[config.mk]
export PLATFORM = sky130hd
export DESIGN_NAME = fetch_queue_unit
export DESIGN_NICKNAME = d
export VERILOG_FILES = /design/src/rtl/fetch_queue_unit_pkg.sv /design/src/rtl/fetch_queue_unit_queue.sv /design/src/rtl/fetch_queue_unit.sv
export SDC_FILE = /design/constraint.sdc
export NUM_CORES = 1
export LEC_CHECK = 0
export BUFFER_PORTS_ARGS = -buffer_cell sky130_fd_sc_hd__buf_2
export CAP_MARGIN = 20
export CORE_ASPECT_RATIO = 0.5
export CORE_MARGIN = 1
export CORE_UTILIZATION = 57
export DETAILED_ROUTE_END_ITERATION = 10
export HOLD_SLACK_MARGIN = 0.1
export PLACE_DENSITY = 0.83
export SLEW_MARGIN = 40
export SYNTH_ARGS = -nofsm -noshare
export SYNTH_HDL_FRONTEND = slang
export SYNTH_SLANG_ARGS = --single-unit
[constraint.sdc]
create_clock -name clk -period 4.4 [get_ports clk]
set_clock_uncertainty 0.15 [all_clocks]
set_input_delay 0.22 -clock clk [delete_from_list [all_inputs] [get_ports clk]]
set_output_delay 0.22 -clock clk [all_outputs]
set_load 0.03 [all_outputs]
[src/rtl/fetch_queue_unit_pkg.sv]
// Shared definitions for the fetch queue unit: queue entry layout, fetch FSM
// states and RV32 JAL decode helpers.
package fetch_queue_unit_pkg;

  localparam logic [6:0] OpcJal = 7'b1101111;

  // One queued instruction: the raw word, its fetch PC and the taken flag.
  typedef struct packed {
    logic [31:0] inst;
    logic [31:0] pc;
    logic        jump;
  } fq_entry_t;

  typedef enum logic [1:0] {
    StIdle,
    StBusy,
    StFlush
  } fetch_state_e;

  // J-type immediate: imm[20|10:1|11|19:12] at inst[31|30:21|20|19:12], bit 0 = 0.
  function automatic logic [31:0] j_imm(input logic [31:0] inst);
    return {{12{inst[31]}}, inst[19:12], inst[20], inst[30:21], 1'b0};
  endfunction

endpackage

[src/rtl/fetch_queue_unit_queue.sv]
// Circular instruction FIFO for the fetch unit.
// Ports:
//   clk, rst    clock and synchronous active-high reset
//   push_i      write wdata_i at the tail
//   pop_i       advance the head (caller guarantees non-empty)
//   clear_i     empty the queue; overrides push and pop
//   wdata_i     entry to push
//   count_o     number of valid entries (0..Depth)
//   head_o      entry at the head, valid when count_o != 0
module fetch_queue
  import fetch_queue_unit_pkg::*;
#(
  parameter int unsigned Depth = 4
) (
  input  logic                     clk,
  input  logic                     rst,
  input  logic                     push_i,
  input  logic                     pop_i,
  input  logic                     clear_i,
  input  fq_entry_t                wdata_i,
  output logic [$clog2(Depth):0]   count_o,
  output fq_entry_t                head_o
);

  localparam int unsigned PtrW = $clog2(Depth);

  logic [PtrW-1:0] head_q, head_d;
  logic [PtrW-1:0] tail_q, tail_d;
  logic [PtrW:0]   count_q, count_d;
  fq_entry_t       mem_q [Depth];
  fq_entry_t       mem_d [Depth];

  always_comb begin
    head_d  = head_q;
    tail_d  = tail_q;
    count_d = count_q;
    mem_d   = mem_q;
    if (clear_i) begin
      head_d  = '0;
      tail_d  = '0;
      count_d = '0;
    end else begin
      if (push_i) begin
        mem_d[tail_q] = wdata_i;
        tail_d        = tail_q + PtrW'(1);
      end
      if (pop_i) begin
        head_d = head_q + PtrW'(1);
      end
      // Push and pop together leave the count unchanged, even when full.
      unique case ({push_i, pop_i})
        2'b10:   count_d = count_q + (PtrW + 1)'(1);
        2'b01:   count_d = count_q - (PtrW + 1)'(1);
        default: count_d = count_q;
      endcase
    end
  end

  always_ff @(posedge clk) begin
    if (rst) begin
      head_q  <= '0;
      tail_q  <= '0;
      count_q <= '0;
    end else begin
      head_q  <= head_d;
      tail_q  <= tail_d;
      count_q <= count_d;
    end
  end

  // Payload storage needs no reset; validity is carried by count_q.
  always_ff @(posedge clk) begin
    mem_q <= mem_d;
  end

  assign count_o = count_q;
  assign head_o  = mem_q[head_q];

endmodule

[src/rtl/fetch_queue_unit.sv]
// Instruction fetch unit with a decoupled instruction queue between the
// i-cache and the dispatcher. Keeps the fetch PC, follows JAL and predictor
// redirects, prefetches up to QUEUE_DEPTH instructions and flushes on ROB reset.
// Ports:
//   clk, rst                     clock, synchronous active-high reset
//   rdy                          global enable; low freezes all state
//   cache_valid, cache_inst      i-cache response for the outstanding request
//   cache_pc, fetch_enable       i-cache request address / request active
//   predict_pc, predict_inst     outstanding request PC and returned word
//   suggest_jump, suggest_pc     predictor taken flag and next PC
//   should_reset, reset_pc       ROB flush and redirect target
//   out_valid/out_ready          dispatcher handshake on the queue head
//   out_inst, out_pc, out_jump   queue head contents
module fetch_queue_unit
  import fetch_queue_unit_pkg::*;
#(
  parameter int unsigned QUEUE_DEPTH = 4,
  parameter logic [31:0] RESET_PC    = 32'h0
) (
  input  logic        clk,
  input  logic        rst,
  input  logic        rdy,
  input  logic        cache_valid,
  input  logic [31:0] cache_inst,
  output logic [31:0] cache_pc,
  output logic        fetch_enable,
  output logic [31:0] predict_pc,
  output logic [31:0] predict_inst,
  input  logic        suggest_jump,
  input  logic [31:0] suggest_pc,
  input  logic        should_reset,
  input  logic [31:0] reset_pc,
  output logic        out_valid,
  input  logic        out_ready,
  output logic [31:0] out_inst,
  output logic [31:0] out_pc,
  output logic        out_jump
);

  localparam int unsigned CntW     = $clog2(QUEUE_DEPTH) + 1;
  localparam logic [CntW-1:0] DepthCnt = CntW'(QUEUE_DEPTH);

  fetch_state_e state_q, state_d;
  logic [31:0]  pc_q, pc_d;
  logic [31:0]  cache_pc_q, cache_pc_d;
  logic         fetch_enable_q, fetch_enable_d;

  logic            q_push, q_pop, q_clear;
  logic [CntW-1:0] q_count;
  logic [CntW-1:0] count_after_pop;
  fq_entry_t       q_head;
  fq_entry_t       q_wdata;
  logic            idle_free, busy_free;
  logic            is_jal;
  logic [31:0]     next_pc;
  logic            next_jump;

  assign out_valid = (q_count != '0);
  assign q_pop     = rdy & out_valid & out_ready & ~should_reset;

  // Slot accounting includes this cycle's pop so a full queue being drained
  // can issue the next request without a bubble.
  assign count_after_pop = q_count - CntW'(q_pop);
  assign idle_free       = count_after_pop < DepthCnt;
  assign busy_free       = (count_after_pop + CntW'(1)) < DepthCnt;

  assign is_jal    = (cache_inst[6:0] == OpcJal);
  assign next_pc   = is_jal ? (cache_pc_q + j_imm(cache_inst)) : suggest_pc;
  assign next_jump = is_jal | suggest_jump;

  assign q_wdata = '{inst: cache_inst, pc: cache_pc_q, jump: next_jump};

  always_comb begin
    state_d        = state_q;
    pc_d           = pc_q;
    cache_pc_d     = cache_pc_q;
    fetch_enable_d = fetch_enable_q;
    q_push         = 1'b0;
    q_clear        = 1'b0;
    if (rdy) begin
      if (should_reset) begin
        // Any response arriving now belongs to the squashed path.
        pc_d           = reset_pc;
        q_clear        = 1'b1;
        fetch_enable_d = 1'b0;
        state_d        = StFlush;
      end else begin
        unique case (state_q)
          StIdle: begin
            if (idle_free) begin
              fetch_enable_d = 1'b1;
              cache_pc_d     = pc_q;
              state_d        = StBusy;
            end else begin
              fetch_enable_d = 1'b0;
            end
          end
          StBusy: begin
            if (cache_valid) begin
              q_push = 1'b1;
              pc_d   = next_pc;
              if (busy_free) begin
                cache_pc_d = next_pc;
              end else begin
                fetch_enable_d = 1'b0;
                state_d        = StIdle;
              end
            end
          end
          StFlush: begin
            fetch_enable_d = 1'b1;
            cache_pc_d     = pc_q;
            state_d        = StBusy;
          end
          default: begin
            fetch_enable_d = 1'b0;
            state_d        = StIdle;
          end
        endcase
      end
    end
  end

  always_ff @(posedge clk) begin
    if (rst) begin
      state_q        <= StIdle;
      pc_q           <= RESET_PC;
      cache_pc_q     <= '0;
      fetch_enable_q <= 1'b0;
    end else begin
      state_q        <= state_d;
      pc_q           <= pc_d;
      cache_pc_q     <= cache_pc_d;
      fetch_enable_q <= fetch_enable_d;
    end
  end

  fetch_queue #(
    .Depth (QUEUE_DEPTH)
  ) u_queue (
    .clk     (clk),
    .rst     (rst),
    .push_i  (q_push),
    .pop_i   (q_pop),
    .clear_i (q_clear),
    .wdata_i (q_wdata),
    .count_o (q_count),
    .head_o  (q_head)
  );

  assign cache_pc     = cache_pc_q;
  assign fetch_enable = fetch_enable_q;
  assign predict_pc   = cache_pc_q;
  assign predict_inst = cache_inst;
  assign out_inst     = q_head.inst;
  assign out_pc       = q_head.pc;
  assign out_jump     = q_head.jump;

endmodule

Yosys cells after proc, flatten, opt, wreduce, memory -nomap -nowiden
Index checks and enable logic that the tools add are counted.
Word-level totals
  word-level logic and storage cells: 94
  bits in registers: 334
  bits of input ports: 103
Cells by class
  reduce and logical (&&, ||, !) cells: 13
  magnitude comparators: 5
  bitwise logic cells: 8
  equal/unequal tests: 11
  add/subtract/negate cells: 7
  mux-type cells: 31
Operator list (number)
  $bwmux 260: 1
  $mux 32: 7
  $mux 65: 3
  $bmux 65 s2: 1
  $demux 65 s2: 1
  $pmux 32 s3: 1
  $add 32x32->32: 1
  $mux 1: 10
  $ne 3x3->1 const B: 3
  $mux 2: 4
  $eq 7x7->1 const B: 1
  $add 3x1->3 const B: 2
  $ge 3x3->1 const B: 2
  $lt 3x3->1 const B: 2
  $ne 2x2->1 const B: 3
  $not 2->3: 2
  $pmux 2 s3: 1
  $pmux 3 s2: 1
  $reduce_and 3->1: 2
  $reduce_and 6->1: 1
  $reduce_bool 2->1: 3
  $reduce_bool 3->1: 2
  $add 2x1->2 const B: 2
  $eq 2x1->1 const B: 2
  13 further kinds: 17

Depth between registers and ports, before layout
  depth after elaboration: 11
  gate-level depth with buffers: 14
  mapped depth without buffers: 12

Hierarchy
A second synthesis with hierarchy kept.
Unflattened totals
  cell total of the unflattened synthesis: 1135
  area total of the unflattened synthesis: 15404.8 um^2
By module, submodules not included
  fetch_queue: seq. area each 7947.6 um^2, area each 9796.9 um^2, cells each 380, times used 1
  fetch_queue_unit: seq. area each 1341.3 um^2, area each 5607.9 um^2, cells each 755, times used 1

Worst setup path after synthesis
No wires, ideal clock.
  kind: flip-flop to flip-flop
  from: reg u_queue.count_q[2], in the netlist u_queue.count_o[2]
  to: reg cache_pc_q[9], in the netlist cache_pc[9]
  setup slack: 1.202 ns
  cell stages (with the launch flop): 14
  arrival: 2.961 ns
  setup time: 0.087 ns
  path through: dfxtp_1 -> or3_1 -> and3_1 -> ha_1 -> ha_1 -> xnor2_1 -> xnor2_1 -> o22ai_1 -> o211ai_1 -> buf_6 -> clkbuf_1 -> clkbuf_1 -> nand3_1 -> o31ai_1
Between the ends
  cells in the longest elaborated chain, start to end: 9
  elaborated cells on any way between the ends: 11
  classes of those cells: add/sub (2); order compare (2); eq/ne (2); bitwise (3); reduce/logical (2)
Ends and longest elaborated chain
  from (decl): RTL line fetch_queue_unit_queue.sv:29  | logic [PtrW:0] count_q, count_d;
  from (signal assigned): RTL line fetch_queue_unit_queue.sv:67  | count_q <= count_d;
  $reduce_bool 3->1 (*): RTL line fetch_queue_unit.sv:58  | assign out_valid = (q_count != '0);
  named net out_valid: RTL line fetch_queue_unit.sv:33  | output logic out_valid,
  $and 1x1->1 (*) (3 in a row): RTL line fetch_queue_unit.sv:59  | assign q_pop = rdy & out_valid & out_ready & ~should_reset;
  $sub 3x1->3 (*): RTL line fetch_queue_unit.sv:63  | assign count_after_pop = q_count - CntW'(q_pop);
  $add 3x1->3: RTL line fetch_queue_unit.sv:65  | assign busy_free = (count_after_pop + CntW'(1)) < DepthCnt;
  $lt 3x3->1: RTL line fetch_queue_unit.sv:65
  $ne 2x2->1 (no line)
  $reduce_and 6->1 (no line) (*)
  to (signal assigned): RTL line fetch_queue_unit.sv:133  | cache_pc_q <= cache_pc_d;
  to (decl): RTL line fetch_queue_unit.sv:45  | logic [31:0] cache_pc_q, cache_pc_d;
Mark *: on every way through the listed nets, which the timed path passes. The rest lies on a longest branch.
A chain may end at the register's enable or synchronous reset.

Worst setup path in the final report
  from: reg cache_pc_q[1], in the netlist cache_pc[1]
  to: reg pc_q[11]
Between the ends
  cells in the longest elaborated chain, start to end: 5
Ends and longest elaborated chain
  $add 32x32->32: RTL line fetch_queue_unit.sv:68  | assign next_pc = is_jal ? (cache_pc_q + j_imm(cache_inst)) : suggest_pc;
  $mux 32: RTL line fetch_queue_unit.sv:68
  $mux 32: RTL line fetch_queue_unit.sv:99  | if (cache_valid) begin
  $mux 32: RTL line fetch_queue_unit.sv:88  | unique case (state_q)
  $mux 32: RTL line fetch_queue_unit.sv:81  | if (should_reset) begin
  to (signal assigned): RTL line fetch_queue_unit.sv:132  | pc_q <= pc_d;
  to (decl): RTL line fetch_queue_unit.sv:44  | logic [31:0] pc_q, pc_d;
Every way passes these cells. The select of a mux whose other input is x is not followed.

==> impl_metrics.toml <==
[setup_path]
reg2reg_slack_ns = 0.23
startpoint_type = "flip-flop"
critPathLaunch = "cache_pc[1]$_SDFFE_PP0P_"
critPathArrivalTime_ns = 4.54
worst_r2r_path_depth = 13
reg2reg_to = "pc_q[11]$_SDFFE_PP0P_"
worstSetupPathType = "reg -> reg"
cp.required_ns = 4.77
crit_path_end = "pc_q[11]$_SDFFE_PP0P_"
critPathMaxFanout = 8
r2r-start = "cache_pc[1]$_SDFFE_PP0P_"
worstSetupEndpointType = "flip-flop"

[flow_run]
cap_violations = 0

[global_routing]
use_met3_pct = 5.57
use_met2_pct = 51.2
grt_pass1_vias = 11590
grt_util_met1_pct = 42.1
grt_max_degree = 64
busiest_layer = "met2"
grt_pass1_wl_um = 66100
grt.total_usage_pct = 31.7
antenna_found_initial = 0
overflow = 0

[synth]
ys_warn_count = 0
yosysTopAreaCellShare_pct = 50.7
synthTopCellsByCount = "edfxtp_1, nand2_1, a21oi_1, dfxtp_1, buf_4"
yosysSeqAreaShare_pct = 60.3
synth-main-ff-cell = "edfxtp_1"
netlist_instances = 1142
synth.most_common_cell = "edfxtp_1"
syn-num-nets = 1284
synth_cell_types = 71
ys_ff_latch = 334
syn_avg_cell_area_um2 = 13.5
synth-edff-count = 260
netlist_top_cells_area = "edfxtp_1, dfxtp_1, mux4_2"
synth_largest_area_cell = "edfxtp_1"
netlist_area_um2 = 15400
async_reset_ff_share_pct = 0

[timing]
tns_ns = 0
fmax_mhz = 240
worstMarginPinSlew_ns = 0.852
post-route-period-util_pct = 94.8
finalHoldViolCount = 0
relSlewSlack_pct = 43.2
rsz0062_at_grt = "false"
finalSetupViolations = 0
hold_ws_ns = 0.131
period_needed_ns = 4.17
finalMaxSlewViolations = 0

[run_status]
status = "finished clean"

[final_layout]
multiInputGateArea_um2 = 5290
synthToLayoutAreaGrowth_pct = 21.5
regArea_um2 = 9300
fin_nets = 1594
drive_above_1_share_pct = 29.2
num-fill-cells = 1780

[route]
drt_iter0_drc = 1147
first_pass_iters = 6
wl_um = 43800
vias = 11513
drcViolationCount = 0
viasPerCell = 6.30
final_antenna_net_count = 0
routedWlPerCell_um = 24.0

[power]
p_leak_uw = 0.00702
vdd_drop_max_mv = 0.258
power_density_nw_per_um2 = 355

[clock_network]
htreeDepth = 1
cts-resized-gates = 0
post-cts-setup-buffers = 0
clk_pin_slew_ns = 0.07
cts_tree = "done"
clkLatencyLatePin_ns = 0.57
cts_buffer_depth = 3
cts_num_sinks = 334
cts_buffers = 29
cts-root-buf = "clkbuf_16"

[die]
die_w_um = 234
placementRows = 42
start_util_pct = 58.1
die_y_um = 118
ios = 266
core-area_um2 = 26500
die-area_um2 = 27700

[place]
port_buffers = 265
dp_hpwl_um = 26500
gp_congestion = 0.938

[worst_hold_path]
hp-start = "suggest_pc[25]"
min_path_type = "in -> reg"
## stage by stage
step / worst slack [ns] / util, % / total power, uW / instances / area [um2]
2_1_floorplan: 1.20 / - / 3960 / 1142 / 15400
3_3_place_gp: 0.937 / 62.7 / 4120 / 1653 / 16600
3_5_place_dp: 0.748 / 62.7 / 4140 / 1653 / 16600
4_1_cts: 0.559 / 70.5 / 6620 / 1826 / 18700
5_1_grt: 0.0712 / 70.6 / 6820 / 1827 / 18700
6_report: 0.230 / 70.6 / 6640 / 1828 / 18700
## placed cells by master, fill, tap and decap left out, types with 17 or more instances in the layout
master and n:
a21oi_1 75, o21ai_0 51, edfxtp_1 260, xnor2_1 19, dlygate4sd3_1 119, ha_1 37, inv_1 19, nor3_1 17
nand2_1 100, nor2_1 69, mux4_2 65, o211ai_1 17, clkbuf_16 29, buf_4 17, buf_2 265, dfxtp_1 72
## timing repair
action,CTS,global route
hold endpoints to repair,199,0
hold buffers,119,0
setup endpoints to repair,0,0
## sequential cells by signal, summed over array words and instances, names as in the netlist
register	flops
pc_q	32
u_queue.mem_q	260
fetch_enable	1
cache_pc	32
u_queue.count_o	3
u_queue.tail_q	2
state_q	2
u_queue.head_q	2
## critical path, cell delays in order (launching register included)
cell	delay (ns)
dfxtp_1	0.49
ha_1	0.27
inv_1	0.07
fa_1	0.41
nor2b_4	0.15
o31a_2	0.18
o21ai_2	0.06
a21boi_0	0.33
o21ai_0	0.27
a211oi_1	0.42
nor3_1	0.09
o31ai_1	0.48
a221o_1	0.22
dlygate4sd3_1	0.53
## layout make-up
cell class / instances / area share [%]
antenna: 1 / 0.0134
clock inverter: 18 / 0.702
tap: 352 / 2.35
multi-input combinational: 662 / 28.3
sequential: 334 / 49.7
inverter: 20 / 0.401
timing repair buffer: 405 / 14.5
clock buffer: 36 / 4.02
## where the power goes
| part | switching [uW] | total (uW) | internal [uW] |
|---|---|---|---|
| combinational | 435 | 711 | 277 |
| clock | 1170 | 2450 | 1280 |
| sequential | 51.1 | 3480 | 3430 |
## worst min-delay path by stage
stage	end	slack, ns	cells past startpoint
2_1_floorplan	u_queue.mem_q[100]$_DFFE_PP_	0.17	0
3_3_place_gp	pc_q[6]$_SDFFE_PP0P_	0.29	2
3_5_place_dp	pc_q[1]$_SDFFE_PP0P_	0.29	2
4_1_cts	pc_q[28]$_SDFFE_PP0P_	0.10	3
5_1_grt	cache_pc[1]$_SDFFE_PP0P_	0.16	3
6_report	cache_pc[25]$_SDFFE_PP0P_	0.13	7
## routing by layer
metal  up-vias  wire length [um]
li1       4938                 -
met1      5684             16600
met2       697             21000
met3       194              3820
met4         0              2320
met5         -                 0
## kinds of logic after synthesis
family | Yosys count | synth area share (%)
AO/OA/AOI/OAI | 261 | 11.4
XOR/XNOR | 24 | 1.37
adder cells (fa/ha/maj) | 39 | 3.27
buffers and inverters | 146 | 5.58
flip-flops | 334 | 60.3
multiplexers | 77 | 10.3
AND/OR/NAND/NOR | 261 | 7.77
Note: power is estimated with default switching activity, not from simulation.
